--- src/rtl/mult_types_pkg.sv ---
// Shared types for the add-shift multiplier and the arbiter that sequences jobs onto it.
package mult_types_pkg;

  localparam int width_p         = 8;
  localparam int num_req_default = 4;

  typedef logic [width_p-1:0]                 operand_t;
  typedef logic [2*width_p-1:0]               result_t;
  typedef logic [$clog2(num_req_default)-1:0] req_idx_t;

  typedef enum logic [1:0] {
    IDLE,
    ISSUE,
    WAIT,
    RESP
  } mult_arb_state_t;

endpackage

--- src/rtl/mult_arbiter_rr.sv ---
// Combinational round-robin pick: first set request bit at or after the pointer, wrapping.
module rr_arbiter #(
  parameter int num_req_p = 4
) (
  input  logic [num_req_p-1:0]         req_i,
  input  logic [$clog2(num_req_p)-1:0] ptr_i,
  output logic [num_req_p-1:0]         grant_o,
  output logic [$clog2(num_req_p)-1:0] idx_o,
  output logic                         valid_o
);

  localparam int idx_w = $clog2(num_req_p);

  logic [idx_w-1:0] cand;

  // Modulo wrap keeps the scan correct for requester counts that are not a power of two.
  always_comb begin
    grant_o = '0;
    idx_o   = '0;
    valid_o = 1'b0;
    cand    = '0;
    for (int i = 0; i < num_req_p; i++) begin
      cand = idx_w'((int'(ptr_i) + i) % num_req_p);
      if (!valid_o && req_i[cand]) begin
        valid_o = 1'b1;
        idx_o   = cand;
      end
    end
    if (valid_o) begin
      grant_o = {{(num_req_p-1){1'b0}}, 1'b1} << idx_o;
    end
  end

endmodule

--- src/rtl/mult_arbiter.sv ---
// Round-robin sequencer sharing one add_shift_multiplier among num_req_p requesters.
// Defining MULT_ARB_TIMEOUT_EN adds a WAIT watchdog and the resp_err_o flag.
module mult_arbiter
  import mult_types_pkg::*;
#(
  parameter int num_req_p = num_req_default
`ifdef MULT_ARB_TIMEOUT_EN
  , parameter int timeout_p = 2*width_p+8
`endif
) (
  input  logic                 clk_i,
  input  logic                 reset_i,
  input  logic [num_req_p-1:0] req_valid_i,
  input  operand_t             req_multiplicand_i [num_req_p],
  input  operand_t             req_multiplier_i   [num_req_p],
  output logic [num_req_p-1:0] req_ready_o,
  output logic [num_req_p-1:0] resp_valid_o,
  input  logic [num_req_p-1:0] resp_ready_i,
  output result_t              resp_product_o,
  output logic                 mult_start_o,
  output operand_t             mult_multiplicand_o,
  output operand_t             mult_multiplier_o,
  input  logic                 mult_ready_i,
  input  logic                 mult_done_i,
  input  result_t              mult_product_i
`ifdef MULT_ARB_TIMEOUT_EN
  , output logic               resp_err_o
`endif
);

  localparam int idx_w = $clog2(num_req_p);

  mult_arb_state_t      state_q, state_d;
  logic [idx_w-1:0]     gnt_idx_q, gnt_idx_d;
  logic [idx_w-1:0]     ptr_q, ptr_d;
  logic [num_req_p-1:0] resp_valid_q, resp_valid_d;
  logic                 start_q, start_d;
  operand_t             mcand_q, mcand_d;
  operand_t             mplier_q, mplier_d;
  result_t              product_q, product_d;

  logic [num_req_p-1:0] arb_grant;
  logic [idx_w-1:0]     arb_idx;
  logic                 arb_valid;
  logic                 take;

`ifdef MULT_ARB_TIMEOUT_EN
  localparam int tmo_w = $clog2(timeout_p+1);
  logic [tmo_w-1:0] tmo_cnt_q, tmo_cnt_d;
  logic             err_q, err_d;
`endif

  rr_arbiter #(
    .num_req_p(num_req_p)
  ) u_rr (
    .req_i  (req_valid_i),
    .ptr_i  (ptr_q),
    .grant_o(arb_grant),
    .idx_o  (arb_idx),
    .valid_o(arb_valid)
  );

  assign take        = (state_q == IDLE) && mult_ready_i && arb_valid;
  assign req_ready_o = take ? arb_grant : '0;

  always_comb begin
    state_d      = state_q;
    gnt_idx_d    = gnt_idx_q;
    ptr_d        = ptr_q;
    resp_valid_d = resp_valid_q;
    start_d      = 1'b0;
    mcand_d      = mcand_q;
    mplier_d     = mplier_q;
    product_d    = product_q;
`ifdef MULT_ARB_TIMEOUT_EN
    tmo_cnt_d    = tmo_cnt_q;
    err_d        = err_q;
`endif
    case (state_q)
      IDLE: begin
        if (take) begin
          gnt_idx_d = arb_idx;
          mcand_d   = req_multiplicand_i[arb_idx];
          mplier_d  = req_multiplier_i[arb_idx];
          start_d   = 1'b1;
          state_d   = ISSUE;
        end
      end
      ISSUE: begin
        state_d = WAIT;
`ifdef MULT_ARB_TIMEOUT_EN
        tmo_cnt_d = '0;
`endif
      end
      WAIT: begin
        if (mult_done_i) begin
          product_d    = mult_product_i;
          resp_valid_d = {{(num_req_p-1){1'b0}}, 1'b1} << gnt_idx_q;
          state_d      = RESP;
`ifdef MULT_ARB_TIMEOUT_EN
          err_d        = 1'b0;
        end else if (tmo_cnt_q == tmo_w'(timeout_p)) begin
          product_d    = '0;
          resp_valid_d = {{(num_req_p-1){1'b0}}, 1'b1} << gnt_idx_q;
          err_d        = 1'b1;
          state_d      = RESP;
        end else begin
          tmo_cnt_d = tmo_cnt_q + 1'b1;
`endif
        end
      end
      RESP: begin
        // Pointer moves only when the response completes, so a stalled requester keeps its turn.
        if (resp_ready_i[gnt_idx_q]) begin
          resp_valid_d = '0;
          ptr_d        = (gnt_idx_q == idx_w'(num_req_p-1)) ? '0 : gnt_idx_q + 1'b1;
          state_d      = IDLE;
`ifdef MULT_ARB_TIMEOUT_EN
          err_d        = 1'b0;
`endif
        end
      end
      default: state_d = IDLE;
    endcase
  end

  always_ff @(posedge clk_i) begin
    if (reset_i) begin
      state_q      <= IDLE;
      gnt_idx_q    <= '0;
      ptr_q        <= '0;
      resp_valid_q <= '0;
      start_q      <= 1'b0;
      mcand_q      <= '0;
      mplier_q     <= '0;
      product_q    <= '0;
`ifdef MULT_ARB_TIMEOUT_EN
      tmo_cnt_q    <= '0;
      err_q        <= 1'b0;
`endif
    end else begin
      state_q      <= state_d;
      gnt_idx_q    <= gnt_idx_d;
      ptr_q        <= ptr_d;
      resp_valid_q <= resp_valid_d;
      start_q      <= start_d;
      mcand_q      <= mcand_d;
      mplier_q     <= mplier_d;
      product_q    <= product_d;
`ifdef MULT_ARB_TIMEOUT_EN
      tmo_cnt_q    <= tmo_cnt_d;
      err_q        <= err_d;
`endif
    end
  end

  assign resp_valid_o        = resp_valid_q;
  assign resp_product_o      = product_q;
  assign mult_start_o        = start_q;
  assign mult_multiplicand_o = mcand_q;
  assign mult_multiplier_o   = mplier_q;
`ifdef MULT_ARB_TIMEOUT_EN
  assign resp_err_o          = err_q;
`endif

endmodule

--- config.mk ---
export PLATFORM = sky130hd
export DESIGN_NAME = mult_arbiter
export DESIGN_NICKNAME = d
export VERILOG_FILES = /design/src/rtl/mult_types_pkg.sv /design/src/rtl/mult_arbiter_rr.sv /design/src/rtl/mult_arbiter.sv
export SDC_FILE = /design/constraint.sdc
export NUM_CORES = 1
export LEC_CHECK = 0
export CAP_MARGIN = 20
export CORE_MARGIN = 2
export CORE_UTILIZATION = 38
export DETAILED_ROUTE_END_ITERATION = 16
export PLACE_DENSITY = 0.92
export SYNTH_ARGS = -nofsm -noshare
export SYNTH_HDL_FRONTEND = slang
export SYNTH_SLANG_ARGS = --single-unit
--- constraint.sdc ---
create_clock -name clk_i -period 2.55 [get_ports clk_i]
set_input_delay 0.51 -clock clk_i [delete_from_list [all_inputs] [get_ports clk_i]]
set_output_delay 0.51 -clock clk_i [all_outputs]
set_load 0.005 [all_outputs]
==> metrics, run 1 <==
hold path startpoint resp_valid_o[2]; initial DRC count 67; CTS Root Cell clkbuf_8; CTS sink cnt 43; insertion delay to the later sink of the worst-skew pair 0.29 ns; main flop type after synthesis dfxtp_1; Leakage 1.56 nW; crit path DAT 1.97 ns; Max Fanout on Critical Path 3; FP Rows 28; Reg clk slew, reported paths 0.08 ns; sequential share of the synthesized area 37.1%; CTS max path bufs 2; Worst Path Buf+Inv 2; status completed; hold_buf cts 0; DRC Markers 0; Overflow after GRT 0; GRT Util Overall 20.6%; Avg Cell Area, Syn 8.14 um^2; critical path depth in cells 7; yosys warns 0; Die Y-Extent 82.1 um; critical path startpoint req_valid_i[0]; CTS Buf Count 5; Worst Hold Depth 2; largest area contributor in the netlist dfxtp_1; Finished Layout Cells 503; Synth area leaders dfxtp_1 (37%), nand2_1 (9.7%), mux2i_1 (7.8%); syn_nets 385; H-Tree Depth 2; final hold violations 0; CP top delay family simple AND/OR/NAND/NOR gates; Synth Register Bits 43; Yosys top cell area share 37.1%; Power Dens Cells 517 mW/mm^2; clk_skew 0.00293 ns; required time of the worst setup path 2.04 ns; placed instance count 495; ANT nets after route 0; diode count 0; port bufs 132; Slew @ Worst Pin 0.562 ns; Max Fclk 403 MHz; routed vias 2590; first-pass GRT wire length 10900 um; Initial Util 39.2%; Core Area 0.00592 mm^2; wirelength, routed 7100 um; CP max-delay cell or4b_4; Final TNS setup 0 ns; die area 0.00675 mm^2; Syn Std Cell Area 0.00232 mm^2; final setup fails 0; Reg2Reg Depth 7; area occupied by multi-input gates 0.00137 mm^2; Hold WC Path Type flop to flop; final period utilization 97.3%; share of post-route cells with drive strength above 1 10.3%; Layout fillers 499; Post-synth ARST share 0%; I/O Pins 133; post-CTS setup buffers 0; largest net degree at the start of global routing 34; CP startpoint kind input port; Min Clock Period, post-route 2.48 ns; dpl hpwl 5470 um; Die W 82.1 um; max_slew headroom 62.5%; worst stage delay on the critical path 0.53 ns; RSZ-0062 raised after global routing false; Via density 5.15; max-slew violation count 0; maxcap violations 0; Synth cell types 37; Post-synth EDFFs 0; worst r2r src ptr_q[0]; Reg area 861 um^2; Routed WL per cell 14.1 um; routability cong. 0.790; Area growth syn-to-layout 70.6%; final net count 527; CTS tree built; Pre-Repair DR Iteration Count 4; initial antenna violation count 0; Max VDD drop 0.000249 V; Worst Setup End Kind primary output; vias in the first global route 2589; kind of critical path input port to primary output; crit path cell chain dlygate4sd2_1, nor2b_2, or4b_4, nand2_2, nand3_2, nor2_1, clkdlybuf4s15_1; Mapped Cells 285
-- placed cells by master (no fill, tap or decap), types with 7 or more instances in the layout --
cell / count
inv_1: 8
dfxtp_1: 43
a21boi_0: 16
mux2i_1: 18
and3_1: 17
o211ai_1: 16
a21oi_1: 25
buf_4: 17
clkdlybuf4s50_1: 124
o21ai_0: 14
nand2_1: 59
nor2_1: 7
ha_1: 8
-- Yosys cell counts, drive strengths merged (2+ instances only) --
cell type,count
buf,5
nand3,4
o211ai,16
and2,2
nor2,8
inv,8
ha,8
nand2b,2
and3,17
mux2i,18
a21o,2
a21boi,16
a21oi,25
nand2,60
nand4,4
clkbuf,13
o21ai,16
dfxtp,43
or2,2
o22ai,2
-- layout make-up --
type,count,share of cell area (%)
timing repair buffer,153,38.3
multi-input combinational,216,34.6
sequential,43,21.8
tap,75,2.37
clock buffer,5,1.74
inverter,8,0.759
clock inverter,3,0.506
-- final timing paths --
check / endpoint / slack [ns]
setup / recovery: req_ready_o[1] / 0.07
hold / removal: resp_valid_o[2] / 0.45
setup reg to reg: mult_multiplicand_o[2] / 0.57
hold reg to reg: resp_valid_o[2] / 0.45
-- worst reg2reg max path, stage by stage, from the launching register on --
cell and delay, ns:
dfxtp_1 0.38, nor2b_2 0.07, or4b_4 0.53, buf_4 0.24, and2_1 0.20, buf_12 0.16, mux2i_1 0.20, o211ai_1 0.10
-- sequential cells by signal (all words and copies together), names as in the netlist --
signal	cells
resp_product_o	16
mult_multiplicand_o	8
mult_multiplier_o	8
resp_valid_o	4
gnt_idx_q	2
ptr_q	2
state_q	2
mult_start_o	1
-- through the flow --
step | power [mW] | area [um^2] | hold WS, ns | utilization, % | setup WS, ns
after CTS | 2.07 | 3950 | 0.456 | 66.8 | 0.0605
after global placement | 1.60 | 3850 | 0.443 | 65.0 | -0.349
after global routing | 2.18 | 3960 | 0.485 | 66.8 | 0.000729
after detailed placement | 1.63 | 3850 | 0.446 | 65.0 | -0.442
final | 2.04 | 3960 | 0.452 | 66.8 | 0.0699
after floorplan | 1.20 | 2320 | 0.448 | - | 0.396
-- repair_timing --
action                                  4_1_cts  5_1_grt
pin swaps                                     1        2
endpoints found under the setup margin        4        2
gates resized for setup                      16        2
endpoints found under the hold margin         0        0
-- cells by family (layout without fill, tap and decap cells) --
group / Yosys count / after routing / synth area share [%]
flip-flops: 43 / 43 / 37.1
adder cells (fa/ha/maj): 8 / 8 / 4.32
AO/OA/AOI/OAI: 84 / 84 / 23.3
buffers and inverters: 26 / 169 / 5.18
AND/OR/NAND/NOR: 105 / 105 / 21.4
multiplexers: 19 / 19 / 8.74
-- per-layer routing --
layer | share of wire, % | up-vias | routed length, um | GRT usage (%)
li1 | - | 1291 | - | -
met1 | 39 | 1200 | 2760 | 20.9
met2 | 52 | 84 | 3700 | 40.0
met3 | 6.4 | 15 | 455 | 4.78
met4 | 2.5 | 0 | 178 | 8.33
met5 | 0 | - | 0 | 0
-- where the power goes --
group	internal, mW	switching, mW
Sequential	0.764	0.0536
Combinational	0.459	0.344
Clock	0.191	0.233
Total	1.41	0.630
(Power assumes the default switching activity.)
==> inputs of run 2 (changes only) <==
--- a/config.mk
+++ b/config.mk
@@ -8,7 +8,9 @@
 export CAP_MARGIN = 20
 export CORE_MARGIN = 2
 export CORE_UTILIZATION = 38
+export CTS_CLUSTER_DIAMETER = 120
 export DETAILED_ROUTE_END_ITERATION = 16
+export GPL_ROUTABILITY_DRIVEN = 0
 export PLACE_DENSITY = 0.92
 export SYNTH_ARGS = -nofsm -noshare
 export SYNTH_HDL_FRONTEND = slang
==> results of run 2 <==
No change in the layout: final DEF, timing and power equal those of run 1.
